### config.mk
export PLATFORM = sky130hd
export DESIGN_NAME = tx_status_elevador
export DESIGN_NICKNAME = d
export VERILOG_FILES = /design/src/rtl/tx_status_elevador.sv
export SDC_FILE = /design/constraint.sdc
export NUM_CORES = 1
export LEC_CHECK = 0
export ABC_AREA = 1
export BUFFER_PORTS_ARGS = -buffer_cell sky130_fd_sc_hd__buf_2
export CORE_ASPECT_RATIO = 1.5
export CORE_UTILIZATION = 40
export CTS_CLUSTER_DIAMETER = 150
export DETAILED_ROUTE_END_ITERATION = 12
export GPL_TIMING_DRIVEN = 0
export HOLD_SLACK_MARGIN = 0.05
export PLACE_DENSITY = 0.55
export SYNTH_ARGS = -nofsm -noshare
export SYNTH_HDL_FRONTEND = slang
export SYNTH_SLANG_ARGS = --single-unit
### constraint.sdc
create_clock -name clock -period 4.7 [get_ports clock]
set_input_delay 0.235 -clock clock [delete_from_list [all_inputs] [get_ports clock]]
set_output_delay 0.235 -clock clock [all_outputs]
set_load 0.02 [all_outputs]
### src/rtl/tx_status_elevador.sv
// tx_status_elevador
// UART transmitter for the SmartCargo status report. On request it sends one
// header byte {01, floor, count}, one byte {10, 00, tipo, destino} per object
// held in the contents RAM, and a 0x0A terminator, each LSB-first.
// Default frame is 8N1. Defining TX_STATUS_PARIDADE_EN adds an even-parity
// bit before the stop bit (8E1, 11-bit frames).
// The two bookkeeping states between bytes (PROXIMO, CARREGA) are taken out
// of the preceding stop bit, so the byte-to-byte period is exactly one frame.
// The last stop bit of a packet is full length.
module tx_status_elevador #(
   parameter int TICKS_POR_BIT = 434,
   parameter int W_TICK        = 9
) (
   input  logic       clock,
   input  logic       reset,
   input  logic       partida,
   input  logic [1:0] andar_atual,
   input  logic [3:0] num_objetos,
   output logic [3:0] mem_addr,
   input  logic [1:0] mem_tipo,
   input  logic [1:0] mem_destino,
   output logic       TX,
   output logic       ocupado,
   output logic       pronto,
   output logic [3:0] db_estado
);

   typedef enum logic [3:0] {
      INICIAL   = 4'd0,
      CARREGA   = 4'd1,
      TRANSMITE = 4'd2,
      PROXIMO   = 4'd3,
      FIM       = 4'd4
   } estado_t;

   // Bit slot numbering inside a frame: 0 = start, 1..8 = data, then
   // optional parity, then stop.
`ifdef TX_STATUS_PARIDADE_EN
   localparam logic [3:0] BIT_STOP = 4'd10;
`else
   localparam logic [3:0] BIT_STOP = 4'd9;
`endif
   localparam logic [3:0] BIT_ULTIMO_DADO = 4'd8;

   // Last tick index of a normal bit and of a shortened (inter-byte) stop bit.
   localparam logic [W_TICK-1:0] TICK_LAST  = W_TICK'(TICKS_POR_BIT - 1);
   localparam logic [W_TICK-1:0] SHORT_LAST =
      (TICKS_POR_BIT >= 3) ? W_TICK'(TICKS_POR_BIT - 3) : '0;
   // With two ticks per bit the shortened stop bit has no ticks of its own:
   // the line simply stays high through PROXIMO and CARREGA.
   localparam bit SHORT_STOP_ZERO = (TICKS_POR_BIT == 2);

   estado_t           estadoReg, estadoNext;
   logic [W_TICK-1:0] baudReg, baudNext;
   logic [3:0]        bitReg, bitNext;
   logic [7:0]        shiftReg, shiftNext;
   logic [4:0]        indexReg, indexNext;
   logic [1:0]        andarReg, andarNext;
   logic [3:0]        numReg, numNext;
   logic [3:0]        addrReg, addrNext;
   logic              txReg, txNext;
`ifdef TX_STATUS_PARIDADE_EN
   logic              parityReg, parityNext;
`endif

   logic [7:0]        byteCarga;
   logic [4:0]        numMaisUm;
   logic              ultimoByte;
   logic [W_TICK-1:0] stopLast;
   logic              fimBit;

   // Index is 5 bits wide so that N+1 = 16 is representable for N = 15.
   assign numMaisUm  = {1'b0, numReg} + 5'd1;
   assign ultimoByte = (indexReg == numMaisUm);
   assign stopLast   = ultimoByte ? TICK_LAST : SHORT_LAST;
   assign fimBit     = (bitReg == BIT_STOP) ? (baudReg == stopLast)
                                            : (baudReg == TICK_LAST);

   // Byte to transmit for the current packet index.
   always_comb begin
      byteCarga = 8'h0A;
      if (indexReg == 5'd0) begin
         byteCarga = {2'b01, andarReg, numReg};
      end else if (indexReg <= {1'b0, numReg}) begin
         byteCarga = {2'b10, 2'b00, mem_tipo, mem_destino};
      end
   end

   // State register and datapath registers.
   always_ff @(posedge clock or negedge reset) begin
      if (!reset) begin
         estadoReg <= INICIAL;
         baudReg   <= '0;
         bitReg    <= '0;
         shiftReg  <= '0;
         indexReg  <= '0;
         andarReg  <= '0;
         numReg    <= '0;
         addrReg   <= '0;
         txReg     <= 1'b1;
`ifdef TX_STATUS_PARIDADE_EN
         parityReg <= 1'b0;
`endif
      end else begin
         estadoReg <= estadoNext;
         baudReg   <= baudNext;
         bitReg    <= bitNext;
         shiftReg  <= shiftNext;
         indexReg  <= indexNext;
         andarReg  <= andarNext;
         numReg    <= numNext;
         addrReg   <= addrNext;
         txReg     <= txNext;
`ifdef TX_STATUS_PARIDADE_EN
         parityReg <= parityNext;
`endif
      end
   end

   // Next-state and next-datapath logic.
   always_comb begin
      estadoNext = estadoReg;
      baudNext   = baudReg;
      bitNext    = bitReg;
      shiftNext  = shiftReg;
      indexNext  = indexReg;
      andarNext  = andarReg;
      numNext    = numReg;
      addrNext   = addrReg;
      txNext     = txReg;
`ifdef TX_STATUS_PARIDADE_EN
      parityNext = parityReg;
`endif

      case (estadoReg)
         INICIAL: begin
            txNext = 1'b1;
            if (partida) begin
               andarNext  = andar_atual;
               numNext    = num_objetos;
               indexNext  = 5'd0;
               addrNext   = 4'd0;
               estadoNext = CARREGA;
            end
         end

         CARREGA: begin
            // RAM data is valid this cycle because mem_addr was set on entry.
            shiftNext  = byteCarga;
`ifdef TX_STATUS_PARIDADE_EN
            parityNext = ^byteCarga;
`endif
            txNext     = 1'b0;
            baudNext   = '0;
            bitNext    = 4'd0;
            estadoNext = TRANSMITE;
         end

         TRANSMITE: begin
            if (!fimBit) begin
               baudNext = baudReg + W_TICK'(1);
            end else if (bitReg == BIT_STOP) begin
               baudNext   = '0;
               txNext     = 1'b1;
               estadoNext = PROXIMO;
            end else begin
               baudNext = '0;
               bitNext  = bitReg + 4'd1;
               if (bitReg < BIT_ULTIMO_DADO) begin
                  txNext    = shiftReg[0];
                  shiftNext = {1'b0, shiftReg[7:1]};
               end
`ifdef TX_STATUS_PARIDADE_EN
               else if (bitReg == BIT_ULTIMO_DADO) begin
                  txNext = parityReg;
               end
`endif
               else begin
                  txNext = 1'b1;
               end
               if (SHORT_STOP_ZERO && !ultimoByte && (bitNext == BIT_STOP)) begin
                  estadoNext = PROXIMO;
               end
            end
         end

         PROXIMO: begin
            txNext = 1'b1;
            if (ultimoByte) begin
               estadoNext = FIM;
            end else begin
               indexNext = indexReg + 5'd1;
               // Next index is an object byte: point the RAM at object index-1.
               if (indexReg < {1'b0, numReg}) begin
                  addrNext = indexReg[3:0];
               end
               estadoNext = CARREGA;
            end
         end

         FIM: begin
            txNext     = 1'b1;
            estadoNext = INICIAL;
         end

         default: begin
            txNext     = 1'b1;
            estadoNext = INICIAL;
         end
      endcase
   end

   assign TX        = txReg;
   assign mem_addr  = addrReg;
   assign db_estado = estadoReg;
   assign ocupado   = (estadoReg != INICIAL) && (estadoReg != FIM);
   assign pronto    = (estadoReg == FIM);

endmodule
# Yosys cells after proc, flatten, opt, wreduce, memory -nomap -nowiden
# Index checks and enable logic that the tools add are counted.
op_classes:
  add_sub_neg: 4
  order_cmp: 3
  n_eq_ne: 16
  n_mux: 29
  n_reduce_logical: 12
op_table:
  columns: ["cell", "n"]
  rows:
  - ["two-way mux 8 bit", 5]
  - ["two-way mux 4 bit", 8]
  - ["one-hot mux 9 bit (2 select lines)", 1]
  - ["one-hot mux 4 bit (2 select lines)", 2]
  - ["one-hot mux 4 bit (4 select lines)", 1]
  - ["one-hot mux 8 bit (2 select lines)", 1]
  - ["two-way mux 5 bit", 3]
  - ["inequality test 2 bit (second input constant)", 7]
  - ["one-hot mux 5 bit (2 select lines)", 1]
  - ["adder 9 x 1 -> 9 bit (second input constant)", 1]
  - ["equality test 9 bit", 1]
  - ["equality test 9 bit (second input constant)", 1]
  - ["two-way mux 9 bit", 1]
  - ["AND reduction 3 bit", 3]
  - ["equality test 4 x 2 -> 1 bit (second input constant)", 2]
  - ["AND reduction 4 bit", 2]
  - ["adder 4 x 1 -> 5 bit (second input constant)", 1]
  - ["adder 5 x 1 -> 5 bit (second input constant)", 1]
  - ["equality test 5 bit", 1]
  - ["less-or-equal comparator 5 x 4 -> 1 bit", 1]
  - ["zero test 5 bit", 1]
  - ["< comparator 5 x 4 -> 1 bit", 1]
  - ["adder 4 x 1 -> 4 bit (second input constant)", 1]
  - ["equality test 4 x 1 -> 1 bit (second input constant)", 1]
  - ["12 further kinds", 16]
totals:
  register_bits: 41
  in_bits: 13
  out_inout_bits: 11
  elab_cells: 73

# Longest topological paths before layout
# Gate-level depths: netlist of run 1.
logic_depth:
  word_depth: 7
  depth_mapped: 16
  depth_no_buf: 16

# Least setup slack after synthesis of run 1
# No wires, ideal clock.
synth_path:
  kind: "reg2reg"
  start: "register indexReg[0]"
  end: "register shiftReg[7]"
  setup_ns: 0.118
  arrival_time_ns: 1.686
  required_time_ns: 4.582
  setup_slack_ns: 2.896
  path_stages_with_launch: 17
  period_less_slack_ns: 1.804
  path_cell_list: "dfrtp_1 -> inv_1 -> ha_1 -> inv_1 -> nand2_1 -> nor2_1 -> nand2_1 -> nor2_1 -> nand2_2 -> nand2_1 -> nand2_1 -> nand2_2 -> nand3_4 -> nand2_4 -> nand2_4 -> nand2_1 -> nand2_1"
synth_between:
  elab_chain_cells: 6
  elab_cells_between_ends: 11
  cone_classes: "order compare: 1; eq/ne: 3; mux: 5; reduce/logical: 2"
synth_rtl:
  columns: ["item", "line", "text"]
  rows:
  - ["start: declaration", "57", "logic [4:0] indexReg, indexNext;"]
  - ["start signal: assignment", "109", "indexReg <= indexNext;"]
  - ["equality test 5 bit", "74", "assign ultimoByte = (indexReg == numMaisUm);"]
  - ["two-way mux 5 bit", "75", "assign stopLast = ultimoByte ? TICK_LAST : SHORT_LAST;"]
  - ["equality test 9 bit", "76", "assign fimBit = (bitReg == BIT_STOP) ? (baudReg == stopLast)"]
  - ["two-way mux 1 bit", "76", null]
  - ["inequality test 2 bit (no source line)", null, null]
  - ["AND reduction 4 bit (no source line)", null, null]
  - ["end signal: assignment", "108", "shiftReg <= shiftNext;"]
  - ["end: declaration", "56", "logic [7:0] shiftReg, shiftNext;"]
# Parallel ways exist; a longest one is shown, timed or not.
# A chain may end at the register's enable or synchronous reset.

# Worst setup path after layout of run 1
layout_path:
  start: "register indexReg[0]"
  end: "register shiftReg[4]"
# The elaborated chain is that of the path after synthesis.

==> flow_summary.ini, run 1 <==
[floorplan]
rows = 33
start_util_pct = 41.7
coreArea_sq_mm = 0.00549
die_area_sq_mm = 0.00604
dieHeight_um = 94.7
die_w_um = 63.8
ios = 24

[global_routing]
grt_pass1_vias = 1937
grt_usage_pct = 19.9
grt_antenna_before_repair = 0
grt-ovfl-total = 0
grt_pass1_wl_mm = 9.18
grt_start_max_net_pins = 41

[timing]
finalCritPeriodShare_pct = 44.5
final.setup.tns_ns = 0
finalClockSkew_ns = 0.0107
tightest_slew_ns = 0.940
slew_headroom_pct = 37.3
slew_violations = 0
setup_viol = 0
setup_slack_ns = 2.61
hold_viol = 0
grt_setup_unrepaired = no
period_minus_slack_ns = 2.09
fmax_mhz = 478

[outcome]
status = completed

[route]
wire_per_inst_um = 13.0
wl_met3_um = 116
ant_nets = 0
drtIter0Drc = 113
viasPerCell = 4.94
first_pass_iters = 4
num_vias = 1986
routed_wl_mm = 5.24
drc = 0
top_layer = met4
met2_length_mm = 2.76
drt-met1-wl_mm = 2.24

[final_layout]
areaGrowthSynthToFinish_pct = 14.2
nFillCells = 574
drive_gt1_share_pct = 13.6
antenna_cells = 0
final_area_sq_mm = 0.00261
final_nets = 354
fin_util_pct = 47.6

[placed_design]
dpl_worst_slack_ns = 2.57
place_congestion = 0.804
hpwl_mm = 3.96
port_buffers = 22
postPlaceCellArea_sq_mm = 0.00249

[yosys]
ys_warn_count = 0
yosysSeqAreaShare_pct = 43.8
avgSynthCellArea_sq_um = 7.58
yosysUniqueCellTypes = 25
syn_area_sq_mm = 0.00229
synth_edf_count = 0
synth_nets = 325
async_flop_share_pct = 100
synth_top_cell_by_area = dfrtp_1
synth.area.top_cells = dfrtp_1 (43%), nand2_1 (15%), nand3_1 (6.6%)
synth-main-ff-cell = dfrtp_1
ys_top_cells_by_count = nand2_1 (91), dfrtp_1 (39), inv_1 (36)
synth_cells = 302
synth_top_area_share_pct = 42.6
synth_seq_cells = 40
yosysMostFrequentCell = nand2_1

[flow_run]
drv_cap = 0

[critical_path]
crit_required_ns = 4.88
path_class = flop to flop
path_cells = inv_1 -> ha_1 -> inv_1 -> nand2_1 -> nor2_1 -> nand2_1 -> nor2_1 -> nand2_2 -> nand2_1 -> nand2_1 -> nand2_2 -> nand3_4 -> nand2_4 -> nand2_4 -> nand2_1 -> nand2_1
crit_arrival_ns = 2.28
crit_slowest_cell = dfrtp_1
cp-startpoint = indexReg[0]$_DFFE_PN0P_
crit_path_start_kind = flop
r2r-start = indexReg[0]$_DFFE_PN0P_
worst_setup_path_end_kind = flop
worst_path_most_repeated_cell = nand2_1
critical_path.max_fanout = 8
max_stage_delay_ns = 0.38

[pwr]
p_leak_nw = 1.35
power_density_mw_per_mm2 = 585
ir_drop_mv = 0.247

[cts]
clkLatencyLatePin_ns = 0.30
post_cts_buffers = 0
cts_root_buffer = clkbuf_8
post_cts_resized = 0
clk_pin_slew_ns = 0.09
cts_sinks = 40
cts_tree = built
htreeDepth = 2
cts_buffers = 5
cts_hold_buf = 0
max-clock-path-buffers = 2

[hold_path]
holdCritPathClass = input pin to asynchronous set/reset pin
## sequential cells by signal, summed over array words and instances (netlist names)
signal / cells
numReg: 4
indexReg: 5
db_estado: 3
baudReg: 9
TX: 1
shiftReg: 8
mem_addr: 4
andarReg: 2
bitReg: 4
## cell usage in the layout (no fill, tap or decap), types with 2 or more instances in the layout
master     n
o22ai_1    4
nor3_1     6
nand2_4    2
nor2_1    21
nand3_1   30
clkbuf_1   3
clkbuf_8   7
ha_1      10
nand2_2    4
nand4_1    6
nor2_2     2
a21oi_1    3
xor2_1     9
nand2_1   91
inv_1     36
buf_2     22
o21ai_0   25
dfrtp_1   39
inv_2      3
## area by class of cell
class | count | area [sq um] | share of cell area (%)
Timing Repair Buffer | 22 | 110 | 4.21
Multi-Input combinational cell | 219 | 1120 | 42.9
Inverter | 39 | 146 | 5.60
Tap cell | 70 | 87.6 | 3.35
Sequential cell | 40 | 1000 | 38.3
Clock buffer | 7 | 96.3 | 3.69
Buffer | 4 | 18.8 | 0.718
Clock inverter | 1 | 30.0 | 1.15
## per-layer routing
metal / track usage [%] / vias up
met4: 8.14 / 0
met3: 2.90 / 9
met5: 0 / -
met2: 35.5 / 29
li1: - / 1022
met1: 23.8 / 926
## final timing paths
| kind | endpoint | slack [ns] | cells past startpoint |
|---|---|---|---|
| worst max-delay path | shiftReg[4]$_DFFE_PN0P_ | 2.61 | 16 |
| worst min-delay path | baudReg[5]$_DFFE_PN0N_ | 0.08 | 1 |
| worst max register to register | shiftReg[4]$_DFFE_PN0P_ | 2.61 | 16 |
| worst min register to register | shiftReg[5]$_DFFE_PN0P_ | 0.48 | 2 |
| max in group asynchronous | shiftReg[2]$_DFFE_PN0P_ | 4.03 | 1 |
| min in group clock | andarReg[1]$_DFFE_PN0P_ | 0.14 | 3 |
## worst max-delay path, delay by kind of cell, from the launching register on
| kind | cells | cell delay (ns) |
|---|---|---|
| buffers and inverters | 2 | 0.24 |
| flip-flops | 1 | 0.38 |
| AND/OR/NAND/NOR | 13 | 1.12 |
| adder cells (fa/ha/maj) | 1 | 0.26 |
## cell families (layout without fill, tap and decap cells)
kind of cell | after synthesis | count (layout) | synth area share, %
AND/OR/NAND/NOR | 165 | 165 | 32.0
buffers and inverters | 43 | 73 | 7.21
flip-flops | 40 | 40 | 43.8
AO/OA/AOI/OAI | 33 | 33 | 7.60
adder cells (fa/ha/maj) | 10 | 10 | 5.46
XOR/XNOR | 10 | 10 | 3.83
other | 1 | 1 | 0.164
## power by group
group          internal, W  switching [W]  total, W
Clock             0.000188       0.000126  0.000314
Combinational     0.000216       0.000478  0.000694
Sequential        0.000443      0.0000782  0.000521
## per-stage QoR
stage	hold WS (ns)	instances	power, W
2_1_floorplan	-0.0606	302	0.00103
6_report	0.0821	402	0.00153
3_5_place_dp	0.435	394	0.00123
4_1_cts	0.113	402	0.00155
3_3_place_gp	0.425	394	0.00123
5_1_grt	0.132	402	0.00169
Note: power is estimated with default switching activity, not from simulation.
==> run 2: changes to the inputs <==
clock period = 2.1 ns   (was 4.7 ns; I/O delays follow)
==> flow_summary.ini, run 2 (synthesis results as in run 1) <==
[outcome]
status = completed

[cts]
clkLatencyLatePin_ns = 0.29
cts_sinks = 40
cts_root_buffer = clkbuf_8
clk_pin_slew_ns = 0.08
htreeDepth = 2
max-clock-path-buffers = 2
cts_buffers = 5
cts_tree = built

[critical_path]
crit_path_start_kind = flop
path_class = flop to flop
crit_arrival_ns = 2.17
worst_setup_path_end_kind = flop
crit_required_ns = 2.29
critical_path.max_fanout = 8

[placed_design]
dpl_worst_slack_ns = -0.0346
port_buffers = 22
postPlaceCellArea_sq_mm = 0.00249
hpwl_mm = 3.96
place_congestion = 0.804

[route]
drtIter0Drc = 100
drc = 0
ant_nets = 0
wire_per_inst_um = 13.2
first_pass_iters = 4
viasPerCell = 4.98
routed_wl_mm = 5.46
num_vias = 2065

[floorplan]
coreArea_sq_mm = 0.00549
die_area_sq_mm = 0.00604
ios = 24
rows = 33
dieHeight_um = 94.7
start_util_pct = 41.7
die_w_um = 63.8

[timing]
tightest_slew_ns = 0.939
setup_viol = 0
slew_headroom_pct = 37.4
slew_violations = 0
period_minus_slack_ns = 1.98
setup_slack_ns = 0.117
hold_viol = 0
finalClockSkew_ns = 0.00588
grt_setup_unrepaired = yes
finalCritPeriodShare_pct = 94.4
fmax_mhz = 504

[global_routing]
grt-ovfl-total = 0
grt_antenna_before_repair = 0
grt_start_max_net_pins = 41
grt_pass1_wl_mm = 9.32
grt_usage_pct = 20.2
grt_pass1_vias = 1988

[final_layout]
nFillCells = 559
final_area_sq_mm = 0.00282
fin_util_pct = 51.3
largest_register_ffs = 9
antenna_cells = 0
drive_gt1_share_pct = 20.3
areaGrowthSynthToFinish_pct = 23.0
final_nets = 367
mostFrequentLayoutCell = nand2_1
top_register = baudReg
layout_common_cells = nand2_1 (81), dfrtp_1 (38), inv_1 (33)
reg_top3 = baudReg (9), shiftReg (8), indexReg (5)

[flow_run]
drv_cap = 0

[pwr]
p_leak_nw = 1.41
ir_drop_mv = 0.589
power_density_mw_per_mm2 = 1310

[hold_path]
holdCritPathClass = input pin to flop
[run 2: cell count changes in the layout (fill, tap and decap cells not counted), sizes merged]
| cell | previous run | this run |
|---|---|---|
| buf | 23 | 29 |
| dlygate4sd3 | 0 | 7 |
[run 2: final timing paths]
check	start	end	slack, ns	depth (start not counted)
max reg2reg	numReg[0]$_DFFE_PN0P_	shiftReg[1]$_DFFE_PN0P_	0.12	16
max in group asynchronous	reset	numReg[2]$_DFFE_PN0P_	0.97	2
min reg2reg	shiftReg[3]$_DFFE_PN0P_	shiftReg[3]$_DFFE_PN0P_	0.47	2
min in group asynchronous	reset	mem_addr[3]$_DFFE_PN0P_	0.49	2
min	partida	db_estado[0]$_DFFE_PN0P_	0.17	5
max	numReg[0]$_DFFE_PN0P_	shiftReg[1]$_DFFE_PN0P_	0.12	16
[run 2: metal layers]
| layer | part of all wire (%) | GRT usage (%) |
|---|---|---|
| met5 | 0 | 0 |
| met2 | 54 | 36.8 |
| met3 | 2.3 | 2.90 |
| met4 | 2.7 | 8.14 |
| met1 | 41 | 23.5 |
[run 2: final cells by class]
class,count,area [sq um],area share (%)
inverters,39,146,5.20
repair buffers,35,238,8.44
clock buffers,7,96.3,3.42
multi-input cells,219,1200,42.5
well taps,70,87.6,3.11
plain buffers,4,18.8,0.666
clock inverters,1,30.0,1.07
flip-flops and latches,40,1000,35.6
[run 2: where the power goes]
part | switching, W | internal, W | total, W | leakage, nW
Sequential | 0.000191 | 0.000995 | 0.00119 | 0.526
Combinational | 0.00119 | 0.000611 | 0.00180 | 0.818
Clock | 0.000279 | 0.000420 | 0.000699 | 0.0645
[run 2: worst max-delay path: stages (launching register included)]
cell and delay (ns):
dfrtp_1 0.42, ha_1 0.30, inv_2 0.03, nand2_1 0.04
nand2_1 0.04, nor2_1 0.08, nand2_1 0.06, nor2_2 0.11
nand2_2 0.09, nand2_2 0.07, nand2_2 0.04, nand2_2 0.08
nand3_4 0.13, nand2_8 0.15, nand2_8 0.09, nand2_2 0.08
nand2_1 0.04
[run 2: through the flow]
stage / total power (W) / setup TNS, ns / instances / hold slack (ns)
after floorplan: 0.00231 / 0 / 302 / -0.191
after global placement: 0.00274 / -0.0928 / 394 / 0.295
after detailed placement: 0.00276 / -0.0368 / 394 / 0.305
after CTS: 0.00348 / 0 / 409 / 0.160
after global routing: 0.00403 / -0.589 / 415 / 0.204
final: 0.00368 / 0 / 415 / 0.173
[run 2: what timing repair did]
action | in CTS | in global routing
setup endpoints to repair | 8 | 24
setup buffers | 0 | 6
pin swaps | 0 | 8
hold buffers | 7 | 0
gates resized for setup | 2 | 25
endpoints found under the hold margin | 45 | 0
==> run 3: changes to the inputs <==
REMOVE_ABC_BUFFERS = 1   (was unset)
==> flow_summary.ini, run 3 (synthesis results as in run 1) <==
[outcome]
status = completed

[floorplan]
coreArea_sq_mm = 0.00549
rows = 33
start_util_pct = 41.7
die_area_sq_mm = 0.00604
dieHeight_um = 94.7
ios = 24
die_w_um = 63.8

[critical_path]
r2r_cells = 16
r2r-start = numReg[0]$_DFFE_PN0P_
critical_path.max_fanout = 8
crit_arrival_ns = 2.16
worst_setup_path_end_kind = flop
crit_path_start_kind = flop
reg2reg_slack_ns = 0.12
r2r-end = shiftReg[3]$_DFFE_PN0P_
crit_required_ns = 2.28
cp-startpoint = numReg[0]$_DFFE_PN0P_
path_class = flop to flop

[hold_path]
hold_path_end = db_estado[0]$_DFFE_PN0P_
hp-start = partida
holdCritPathClass = input pin to flop
hold_path_depth = 5

[global_routing]
grt-ovfl-total = 0
grt_pass1_vias = 1999
grt_usage_pct = 19.7
grt_antenna_before_repair = 0
grt_start_max_net_pins = 41
grt_pass1_wl_mm = 9.08

[pwr]
ir_drop_mv = 0.656
power_density_mw_per_mm2 = 1290
p_leak_nw = 1.39

[timing]
fmax_mhz = 504
hold_viol = 0
grt_setup_unrepaired = yes
slew_violations = 0
finalCritPeriodShare_pct = 94.4
slew_headroom_pct = 38.1
tightest_slew_ns = 0.928
period_minus_slack_ns = 1.98
finalClockSkew_ns = 0.00721
setup_viol = 0
setup_slack_ns = 0.117
final.setup.tns_ns = 0

[final_layout]
areaGrowthSynthToFinish_pct = 21.2
top_register = baudReg
final_area_sq_mm = 0.00278
layout_common_cells = nand2_1 (90), dfrtp_1 (37), inv_1 (33)
drive_gt1_share_pct = 17.5
mostFrequentLayoutCell = nand2_1
largest_register_ffs = 9
antenna_cells = 0
reg_top3 = baudReg (9), shiftReg (8), indexReg (5)
final_nets = 364

[cts]
cts_tree = built
clkLatencyLatePin_ns = 0.29
cts_buffers = 5
htreeDepth = 2
max-clock-path-buffers = 2
cts_root_buffer = clkbuf_8
cts_sinks = 40
clk_pin_slew_ns = 0.08

[route]
first_pass_iters = 4
drtIter0Drc = 104
wire_per_inst_um = 12.7
drc = 0
num_vias = 2010
viasPerCell = 4.88
routed_wl_mm = 5.22
ant_nets = 0

[placed_design]
hpwl_mm = 3.88
dpl_worst_slack_ns = -0.516
postPlaceCellArea_sq_mm = 0.00247
port_buffers = 22
place_congestion = 0.785

[flow_run]
drv_cap = 0
-- run 3: critical path, cell delays in order, from the launching register on --
cell and delay (ns):
dfrtp_2 0.46, ha_4 0.28, inv_2 0.03, nand2_1 0.04
nand2_1 0.04, nor2_1 0.08, nand2_1 0.07, nor2_2 0.10
nand2_2 0.10, nand2_1 0.07, nand2_1 0.05, nand2_2 0.09
nand3_4 0.14, nand2_8 0.14, nand2_8 0.08, nand2_1 0.06
nand2_1 0.05
-- run 3: area by class of cell --
cell class / count / area [sq um]
clock buffer: 6 / 72.6
clock inverter: 2 / 35.0
fill: 587 / 2720
inverter: 39 / 146
multi-input combinational: 219 / 1180
sequential: 40 / 1000
tap: 70 / 87.6
timing repair buffer: 36 / 249
-- run 3: power by group --
group          switching, W  internal [W]
Combinational       0.00113      0.000627
Clock              0.000273      0.000353
Sequential         0.000198      0.000996
Total               0.00160       0.00198
-- run 3: layer usage --
| metal | share of wire, % | wire [um] | track usage (%) |
|---|---|---|---|
| met2 | 53 | 2750 | 36.4 |
| met3 | 1.6 | 86 | 3.50 |
| met1 | 43 | 2250 | 22.1 |
| met4 | 2.7 | 142 | 7.20 |
| met5 | 0 | 0 | 0 |
-- run 3: worst max path at each step --
stage / end / cells past startpoint
after floorplan: shiftReg[7]$_DFFE_PN0P_ / 8
after global placement: shiftReg[7]$_DFFE_PN0P_ / 8
after detailed placement: shiftReg[6]$_DFFE_PN0P_ / 8
after CTS: shiftReg[3]$_DFFE_PN0P_ / 15
after global routing: shiftReg[3]$_DFFE_PN0P_ / 16
final: shiftReg[3]$_DFFE_PN0P_ / 16
-- run 3: what timing repair did --
action	in CTS	in global routing
pin swaps	2	6
buffers inserted	3	4
endpoints found under the setup margin	24	24
hold buffers	7	0
hold endpoints to repair	45	0
gates resized for setup	2	14
-- run 3: metrics by stage --
stage          hold slack (ns)  util (%)  instances  power [W]
2_1_floorplan           -0.191         -        298    0.00229
3_3_place_gp             0.302      45.0        390    0.00272
3_5_place_dp             0.304      45.0        390    0.00273
4_1_cts                  0.132      48.9        408    0.00346
5_1_grt                  0.186      50.5        412    0.00393
6_report                 0.140      50.5        412    0.00358
